==> config.mk <==
export PLATFORM = sky130hd
export DESIGN_NAME = operand_fetch_flat
export DESIGN_NICKNAME = d
export VERILOG_FILES = /design/src/rtl/rv_reduced_pkg.sv /design/src/rtl/operand_fetch_if.sv /design/src/rtl/reg_file.sv /design/src/rtl/operand_fetch.sv /design/src/flat_wrapper.sv
export SDC_FILE = /design/constraint.sdc
export NUM_CORES = 2
export LEC_CHECK = 0
export CAP_MARGIN = 20
export CELL_PAD_IN_SITES_DETAIL_PLACEMENT = 1
export CELL_PAD_IN_SITES_GLOBAL_PLACEMENT = 1
export CORE_MARGIN = 2
export CORE_UTILIZATION = 47
export DETAILED_ROUTE_END_ITERATION = 7
export GPL_ROUTABILITY_DRIVEN = 0
export PLACE_DENSITY_LB_ADDON = 0.1
export SLEW_MARGIN = 20
export SYNTH_ARGS = -nofsm -noshare
export SYNTH_HDL_FRONTEND = slang
export SYNTH_SLANG_ARGS = --single-unit
==> constraint.sdc <==
create_clock -name clk -period 4.2 [get_ports clk]
set_input_delay 0.84 -clock clk [delete_from_list [all_inputs] [get_ports clk]]
set_output_delay 0.84 -clock clk [all_outputs]
set_load 0.1 [all_outputs]
==> src/rtl/rv_reduced_pkg.sv <==
// Shared encodings and types for the reduced RISC-V operand-fetch stage.
// Decoded set: ADDI, ADD and BNE; anything else is flagged illegal.
package rv_reduced_pkg;

   localparam int XLEN   = 32;
   localparam int REG_AW = 5;

   localparam logic [6:0] OP_IMM    = 7'b0010011;
   localparam logic [6:0] OP_REG    = 7'b0110011;
   localparam logic [6:0] OP_BRANCH = 7'b1100011;
   localparam logic [2:0] F3_ADD    = 3'b000;
   localparam logic [2:0] F3_BNE    = 3'b001;
   localparam logic [6:0] F7_ADD    = 7'b0000000;

   typedef enum logic [1:0] {
      IMM_I,
      IMM_B,
      IMM_NONE
   } imm_type_t;

   typedef struct packed {
      logic      alu_src;
      logic      reg_write;
      logic      branch;
      logic      illegal;
      imm_type_t imm_type;
   } ctrl_t;

   typedef struct packed {
      logic [XLEN-1:0]   reg_op1;
      logic [XLEN-1:0]   reg_op2;
      logic [XLEN-1:0]   imm_op;
      logic              alu_src;
      logic              reg_write;
      logic              branch;
      logic [REG_AW-1:0] rd;
      logic              illegal;
   } bundle_t;

   // Unsupported encodings fall through to NOP control with illegal set.
   function automatic ctrl_t decode_ctrl(input logic [31:0] instr);
      ctrl_t c;
      c = '{alu_src: 1'b0, reg_write: 1'b0, branch: 1'b0, illegal: 1'b1,
            imm_type: IMM_NONE};
      if (instr[6:0] == OP_IMM && instr[14:12] == F3_ADD) begin
         c = '{alu_src: 1'b1, reg_write: 1'b1, branch: 1'b0, illegal: 1'b0,
               imm_type: IMM_I};
      end else if (instr[6:0] == OP_REG && instr[14:12] == F3_ADD &&
                   instr[31:25] == F7_ADD) begin
         c = '{alu_src: 1'b0, reg_write: 1'b1, branch: 1'b0, illegal: 1'b0,
               imm_type: IMM_NONE};
      end else if (instr[6:0] == OP_BRANCH && instr[14:12] == F3_BNE) begin
         c = '{alu_src: 1'b0, reg_write: 1'b0, branch: 1'b1, illegal: 1'b0,
               imm_type: IMM_B};
      end
      return c;
   endfunction

endpackage

==> src/rtl/operand_fetch_if.sv <==
// Instruction-in / operand-bundle-out handshake plus the write-back port.
// Both sides use valid/ready: a transfer happens on a rising edge where valid && ready.
interface operand_fetch_if #(
   parameter int DATA_WIDTH = 32,
   parameter int ADDR_WIDTH = 5
);
   logic                  in_valid;
   logic                  in_ready;
   logic [31:0]           instr;
   logic                  flush;
   logic                  wb_en;
   logic [ADDR_WIDTH-1:0] wb_addr;
   logic [DATA_WIDTH-1:0] wb_data;
   logic                  out_valid;
   logic                  out_ready;
   logic [DATA_WIDTH-1:0] regOp1;
   logic [DATA_WIDTH-1:0] regOp2;
   logic [DATA_WIDTH-1:0] ImmOp;
   logic                  ALUsrc;
   logic                  RegWrite;
   logic                  Branch;
   logic [ADDR_WIDTH-1:0] rd;
   logic                  illegal;
   logic [DATA_WIDTH-1:0] a0;

   modport master (
      output in_valid, instr, flush, wb_en, wb_addr, wb_data, out_ready,
      input  in_ready, out_valid, regOp1, regOp2, ImmOp, ALUsrc, RegWrite,
             Branch, rd, illegal, a0
   );

   modport slave (
      input  in_valid, instr, flush, wb_en, wb_addr, wb_data, out_ready,
      output in_ready, out_valid, regOp1, regOp2, ImmOp, ALUsrc, RegWrite,
             Branch, rd, illegal, a0
   );
endinterface

==> src/rtl/reg_file.sv <==
// Architectural register file: two combinational read ports, one write port,
// x0 hardwired to zero, synchronous clear, and a debug tap on x10.
module reg_file #(
   parameter int DATA_WIDTH = 32,
   parameter int ADDR_WIDTH = 5
) (
   input  logic                  clk,
   input  logic                  rst,
   input  logic [ADDR_WIDTH-1:0] raddr1,
   input  logic [ADDR_WIDTH-1:0] raddr2,
   output logic [DATA_WIDTH-1:0] rdata1,
   output logic [DATA_WIDTH-1:0] rdata2,
   input  logic                  wen,
   input  logic [ADDR_WIDTH-1:0] waddr,
   input  logic [DATA_WIDTH-1:0] wdata,
   output logic [DATA_WIDTH-1:0] a0
);
   localparam int NREGS = 2 ** ADDR_WIDTH;

   logic [DATA_WIDTH-1:0] regs [NREGS];

   always_ff @(posedge clk) begin
      if (rst) begin
         for (int i = 0; i < NREGS; i++) begin
            regs[i] <= '0;
         end
      end else if (wen && waddr != '0) begin
         regs[waddr] <= wdata;
      end
   end

   assign rdata1 = (raddr1 == '0) ? '0 : regs[raddr1];
   assign rdata2 = (raddr2 == '0) ? '0 : regs[raddr2];
   assign a0     = regs[ADDR_WIDTH'(10)];

endmodule

==> src/rtl/operand_fetch.sv <==
// Decode / operand-fetch stage: decodes one instruction per handshake, reads the
// register file with write-back bypass and holds the result in a one-slot output register.
module operand_fetch
   import rv_reduced_pkg::*;
#(
   parameter int DATA_WIDTH = XLEN,
   parameter int ADDR_WIDTH = REG_AW
) (
   input logic           clk,
   input logic           rst,
   operand_fetch_if.slave bus
);
   logic [ADDR_WIDTH-1:0] rs1;
   logic [ADDR_WIDTH-1:0] rs2;
   logic [DATA_WIDTH-1:0] rf_rd1;
   logic [DATA_WIDTH-1:0] rf_rd2;
   logic                  wb_live;
   logic                  accept;
   ctrl_t                 ctrl;
   bundle_t               bundle_d;
   bundle_t               bundle_q;
   logic                  valid_q;

   assign rs1 = bus.instr[19:15];
   assign rs2 = bus.instr[24:20];

   reg_file #(
      .DATA_WIDTH(DATA_WIDTH),
      .ADDR_WIDTH(ADDR_WIDTH)
   ) u_reg_file (
      .clk   (clk),
      .rst   (rst),
      .raddr1(rs1),
      .raddr2(rs2),
      .rdata1(rf_rd1),
      .rdata2(rf_rd2),
      .wen   (bus.wb_en),
      .waddr (bus.wb_addr),
      .wdata (bus.wb_data),
      .a0    (bus.a0)
   );

   assign ctrl    = decode_ctrl(bus.instr);
   assign wb_live = bus.wb_en && (bus.wb_addr != '0);

   always_comb begin
      bundle_d           = '0;
      // A same-cycle write-back wins over the stale register file contents.
      bundle_d.reg_op1   = (wb_live && bus.wb_addr == rs1) ? bus.wb_data : rf_rd1;
      bundle_d.reg_op2   = (wb_live && bus.wb_addr == rs2) ? bus.wb_data : rf_rd2;
      bundle_d.alu_src   = ctrl.alu_src;
      bundle_d.reg_write = ctrl.reg_write;
      bundle_d.branch    = ctrl.branch;
      bundle_d.illegal   = ctrl.illegal;
      bundle_d.rd        = bus.instr[11:7];
      case (ctrl.imm_type)
         IMM_I:   bundle_d.imm_op = {{20{bus.instr[31]}}, bus.instr[31:20]};
         IMM_B:   bundle_d.imm_op = {{19{bus.instr[31]}}, bus.instr[31], bus.instr[7],
                                     bus.instr[30:25], bus.instr[11:8], 1'b0};
         default: bundle_d.imm_op = '0;
      endcase
   end

   assign bus.in_ready = !valid_q || bus.out_ready;
   assign accept       = bus.in_valid && bus.in_ready;

   // Flush beats accept; the bundle data is left as-is since out_valid gates it.
   always_ff @(posedge clk) begin
      if (rst) begin
         valid_q  <= 1'b0;
         bundle_q <= '0;
      end else if (bus.flush) begin
         valid_q <= 1'b0;
      end else if (accept) begin
         valid_q  <= 1'b1;
         bundle_q <= bundle_d;
      end else if (valid_q && bus.out_ready) begin
         valid_q <= 1'b0;
      end
   end

   assign bus.out_valid = valid_q;
   assign bus.regOp1    = bundle_q.reg_op1;
   assign bus.regOp2    = bundle_q.reg_op2;
   assign bus.ImmOp     = bundle_q.imm_op;
   assign bus.ALUsrc    = bundle_q.alu_src;
   assign bus.RegWrite  = bundle_q.reg_write;
   assign bus.Branch    = bundle_q.branch;
   assign bus.rd        = bundle_q.rd;
   assign bus.illegal   = bundle_q.illegal;

endmodule
==> src/flat_wrapper.sv <==
// flat-port wrapper written by rule: the top's interface ports become plain ports
module operand_fetch_flat import rv_reduced_pkg::*;
#(
   parameter int DATA_WIDTH = XLEN,
   parameter int ADDR_WIDTH = REG_AW
)
  (clk, rst, bus_in_valid, bus_instr, bus_flush, bus_wb_en, bus_wb_addr, bus_wb_data, bus_out_ready, bus_in_ready, bus_out_valid, bus_regOp1, bus_regOp2, bus_ImmOp, bus_ALUsrc, bus_RegWrite, bus_Branch, bus_rd, bus_illegal, bus_a0);
  operand_fetch_if #(.DATA_WIDTH(DATA_WIDTH), .ADDR_WIDTH(ADDR_WIDTH)) bus_i ();
  input logic clk;
  input logic rst;
  input wire logic [$bits(bus_i.in_valid)-1:0] bus_in_valid;
  input wire logic [$bits(bus_i.instr)-1:0] bus_instr;
  input wire logic [$bits(bus_i.flush)-1:0] bus_flush;
  input wire logic [$bits(bus_i.wb_en)-1:0] bus_wb_en;
  input wire logic [$bits(bus_i.wb_addr)-1:0] bus_wb_addr;
  input wire logic [$bits(bus_i.wb_data)-1:0] bus_wb_data;
  input wire logic [$bits(bus_i.out_ready)-1:0] bus_out_ready;
  output wire logic [$bits(bus_i.in_ready)-1:0] bus_in_ready;
  output wire logic [$bits(bus_i.out_valid)-1:0] bus_out_valid;
  output wire logic [$bits(bus_i.regOp1)-1:0] bus_regOp1;
  output wire logic [$bits(bus_i.regOp2)-1:0] bus_regOp2;
  output wire logic [$bits(bus_i.ImmOp)-1:0] bus_ImmOp;
  output wire logic [$bits(bus_i.ALUsrc)-1:0] bus_ALUsrc;
  output wire logic [$bits(bus_i.RegWrite)-1:0] bus_RegWrite;
  output wire logic [$bits(bus_i.Branch)-1:0] bus_Branch;
  output wire logic [$bits(bus_i.rd)-1:0] bus_rd;
  output wire logic [$bits(bus_i.illegal)-1:0] bus_illegal;
  output wire logic [$bits(bus_i.a0)-1:0] bus_a0;
  assign bus_i.in_valid = bus_in_valid;
  assign bus_i.instr = bus_instr;
  assign bus_i.flush = bus_flush;
  assign bus_i.wb_en = bus_wb_en;
  assign bus_i.wb_addr = bus_wb_addr;
  assign bus_i.wb_data = bus_wb_data;
  assign bus_i.out_ready = bus_out_ready;
  assign bus_in_ready = bus_i.in_ready;
  assign bus_out_valid = bus_i.out_valid;
  assign bus_regOp1 = bus_i.regOp1;
  assign bus_regOp2 = bus_i.regOp2;
  assign bus_ImmOp = bus_i.ImmOp;
  assign bus_ALUsrc = bus_i.ALUsrc;
  assign bus_RegWrite = bus_i.RegWrite;
  assign bus_Branch = bus_i.Branch;
  assign bus_rd = bus_i.rd;
  assign bus_illegal = bus_i.illegal;
  assign bus_a0 = bus_i.a0;
  operand_fetch #(.DATA_WIDTH(DATA_WIDTH), .ADDR_WIDTH(ADDR_WIDTH)) u_core (.clk(clk), .rst(rst), .bus(bus_i));
endmodule
Yosys cells after proc, flatten, opt, wreduce, memory -nomap -nowiden. Memory sizes are Yosys's and may differ from the RTL's. Index checks and enable logic that the tools add are counted. Widths: inputs -> output; s select.

Register bits: 106. Memory bits (writable): 1024. Input bits: 75. Output and inout bits: 139. Word-level logic and storage cells: 57. Memories: 1.

Memories: u_core.u_reg_file.regs (words 32, bits a word 32, rd ports 3, clocked after Yosys merged registers in 0, write ports 32, RTL line reg_file.sv:20) `logic [DATA_WIDTH-1:0] regs [NREGS];`.

Equal/unequal tests: 7. Muxes and demuxes: 18. Bitwise logic cells: 1. Reduce and logical (&&, ||, !) cells: 21.

Operators with widths (number): $mux 32 (5); $pmux 32 s2 (1); $reduce_or 32->1 (1); $mux 6 (2); $eq 5x5->1 (2); $logic_not 5->1 (2); $logic_and 1x1->1 (9); $mux 1 (8); $eq 7x5->1 const B (1); $eq 7x6->1 const B (1); $eq 7x7->1 const B (1); $logic_not 7->1 (1); $mux 5 (1); $reduce_bool 5->1 (1); $mux 4 (1); $eq 3x1->1 const B (1); $logic_not 3->1 (1); $eq 2x1->1 const B (1); $logic_not 2->1 (1); $reduce_and 2->1 (1); $reduce_bool 2->1 (1); $reduce_or 2->1 (1); $logic_not 1->1 (1); $logic_or 1x1->1 (1); $not 1->1 (1).

Longest topological paths before layout.
Word-level depth: 7. Gate-level depth with buffers: 9. Mapped depth without buffers: 6.

Hierarchy. From an unflattened synthesis, not the netlist that was laid out.

Cell total of the unflattened synthesis: 4026. Area, all modules: 58884.0 µm².

Modules (own cells, without submodules): reg_file (times used 1, cells each 3492, area each 54086.9 µm², sequential area each 30749.5 µm²); operand_fetch (times used 1, cells each 534, area each 4797.1 µm², sequential area each 1741.7 µm²).

Worst setup path before layout. No wires, ideal clock.

Kind: input-to-reg. From: input port bus_wb_addr[4]. To: memory u_core.u_reg_file.regs[14][0] (enable). Setup time: 466 ps. Arrival time: 4050 ps. Required time: 3734 ps. Path slack: -315 ps. Cell stages on the path: 5. Buffers on the path: 2. Path through: clkbuf_1 nor3b_1 nand3_1 clkbuf_1 o21ai_0.

RTL lines: start: declaration (RTL line flat_wrapper.sv:15) `input wire logic [$bits(bus_i.wb_addr)-1:0] bus_wb_addr;`; end: declaration (RTL line reg_file.sv:20).

==> results.cfg <==
[cts]
post_cts_buffers = 0
root_buffer = clkbuf_16
clk_path_buf_depth = 3
cts_resized = 0
cts_tree = built
cts_num_sinks = 1111
clkSlewWorstSetupHoldPaths_ns = 0.06
hold_buffers = 0
cts_made_buffers = 131
clkLatencyLatePin_ns = 0.77
h-tree-depth = 4

[layout]
drive_above_1_share = 0.2463
most-common-layout-cells = edfxtp_1 (1024), and2_1 (962), mux4_2 (508)
layout_commonest_cell = edfxtp_1
area_delta_synth_final_pct = 16.53
nets = 4104

[global_route]
gr-total-overflow = 0
globalRouteTotalUtil = 0.3543
grt_use_met1 = 0.4517
grt_most_used_layer = met2
grt_first_pass_wirelength_mm = 311.3
met2_usage = 0.5680
grt_use_met3 = 0.09485
antenna_found_initial = 18
first_global_vias = 41740
grt_start_max_net_pins = 73

[detailed_routing]
routed_wl_mm = 221.0
drt-initial-drc-count = 5483
final_antenna_net_count = 0
wl_per_cell_um = 38.40
drc_errors = 0
dr.pass1.iters = 6
routed_via_density = 6.834
route.vias.total = 39340

[timing]
slew_violations = 0
tightest_slew_ns = 1.146
timing.final.crit_share = 0.8380
tns_ns = 0
hold_viol = 0
fin_crit_ns = 3.519
fmax_mhz = 284.1
relSlewSlack = 0.2343
setup_viol = 0
layout_setup_ws_ns = 0.6806
fin_worst_skew_ns = 0.02901
rsz0062_at_grt = false

[setup_path]
crit_start = u_core.bus.ImmOp[30]
crit_type = flip-flop to output pin
cp.required_ns = 3.36
cp-end-kind = output pin
critPathBufInv = 1
critPathTopFamily = buffers and inverters
arrival_ns = 2.68
start_kind = flip-flop
crit_fanout = 21
cpMaxStageDelayCell = clkdlybuf4s50_1
r2r-start = u_core.bus.out_valid
max_stage_delay_ns = 1.25
crit_chain = clkdlybuf4s50_1

[synthesis]
synth-edff-count = 1024
synth-simple-area-share = 0.1243
synth_cells = 3856
synthXorXnorAreaFrac = 0.001534
syn_area_per_cell_um2 = 14.81
synth_compound_area_frac = 0.06973
synth_ff_type = edfxtp_1
synthArstFlopShare = 0
yosys_warnings = 0
yosys_register_bits = 1111
synth.area.mux_share = 0.2028
synth_top_family_by_area = multiplexers
netlist_area_um2 = 57110
seq_area_frac_synth = 0.5689
synth.distinct_cells = 42
synthAdderAreaFrac = 0

[floorplanning]
start_util = 0.4748
die_w_um = 352.6
die_area_um2 = 124300
ios = 214
dieHeight_um = 352.6
core-area_um2 = 120300
rows = 127

[placement]
place.detailed.hpwl_mm = 137.7
place_ws_ns = 0.4410
port_buffers = 213

[power_and_ir_drop]
power_density_nw_per_um2 = 418.3
p_leak_nw = 22.58
vdd_drop_max_mv = 0.4186
power_mw = 27.84

[run_status]
status = finished clean

[flow_run]
cap_viol_max_count = 0

[hold_path]
hold_path_class = flip-flop to flip-flop
hold_path_startpoint = u_core.bus.rd[1]
==> registers in the layout, indices dropped and copies added (netlist names) <==
| register | cells |
|---|---|
| u_core.bus.regOp2 | 32 |
| u_core.bus.rd | 5 |
| u_core.bus.illegal | 1 |
| u_core.bus.ALUsrc | 1 |
| u_core.bus.RegWrite | 1 |
| u_core.bus.regOp1 | 32 |
| u_core.bus.Branch | 1 |
| u_core.bus.ImmOp | 13 |
| u_core.bus.out_valid | 1 |
| u_core.u_reg_file.regs | 1024 |
==> cell type report <==
cell class,count,area [um2]
Clock inverter,61,466.7
Clock buffer,181,3657
Tap cell,1612,2017
Multi-Input combinational cell,2323,23400
Timing Repair Buffer,458,4482
Inverter,4,17.52
Sequential cell,1111,32490
Fill cell,11250,53740
Antenna cell,7,17.52
==> layer usage <==
layer / share of wire / vias to the layer above
met1: 0.36 / 20850
met4: 0.049 / 8
met3: 0.11 / 610
li1: - / 15280
met2: 0.48 / 2597
met5: 0.00022 / -
==> worst reg2reg max path, cell delays in order, from the launching register on <==
cell,delay [ns]
dfxtp_1,0.30
nor2b_1,0.19
nor3_1,0.80
o211ai_1,0.34
buf_4,0.36
a21oi_1,0.46
a211o_1,0.18
==> metrics by stage <==
stage                     cells  cell area [um2]  utilization  hold slack [ns]
after floorplan            3887            57230            -           0.7415
after global placement     5506            62370       0.5185           0.4438
after detailed placement   5506            62370       0.5185           0.4553
after CTS                  5748            66500       0.5528           0.4628
after global routing       5750            66530       0.5531           0.4767
final                      5757            66550       0.5533           0.4615
==> cells by family after synthesis <==
| logic type | after synthesis |
|---|---|
| AOI/OAI and AO/OA | 547 |
| xor gates and xnor gates | 10 |
| buffers and inverters | 453 |
| DFF | 1111 |
| muxes | 522 |
| other | 1 |
| and+or+nand+nor | 1212 |
==> final timing paths <==
check	end	slack, ns	depth (start not counted)
worst max register to register	u_core.bus.regOp2[13]	1.53	6
worst max-delay path	bus_ImmOp[25]	0.68	1
worst min-delay path	u_core.bus.rd[1]	0.46	2
worst min register to register	u_core.bus.rd[1]	0.46	2
==> power by group <==
group	internal [mW]	switching [mW]	total, mW
registers	12.7	0.375	13.1
clock network	6.36	4.76	11.1
logic	1.37	2.28	3.66
total	20.4	7.42	27.8
==> cell usage after synthesis (10+ instances only) <==
| cell | instances | area, um2 |
|---|---|---|
| edfxtp_1 | 1024 | 30750 |
| and2_1 | 964 | 6031 |
| mux4_2 | 508 | 11440 |
| clkbuf_1 | 317 | 1190 |
| a22oi_1 | 199 | 1494 |
| nand2_1 | 115 | 431.7 |
| dfxtp_1 | 87 | 1742 |
| a21oi_1 | 73 | 365.4 |
| o21ai_0 | 66 | 330.3 |
| buf_2 | 62 | 310.3 |
| nor2_1 | 60 | 225.2 |
| buf_1 | 47 | 176.4 |
| nor3_1 | 39 | 195.2 |
| a22o_1 | 36 | 315.3 |
| a221oi_1 | 35 | 306.5 |
| o31a_1 | 32 | 280.3 |
| a211o_1 | 31 | 271.5 |
| a21o_1 | 31 | 232.7 |
| o221ai_1 | 31 | 271.5 |
| buf_4 | 23 | 172.7 |
| mux2i_1 | 14 | 140.1 |
| xnor2_1 | 10 | 87.58 |
Power figures use the tool's default switching activity.
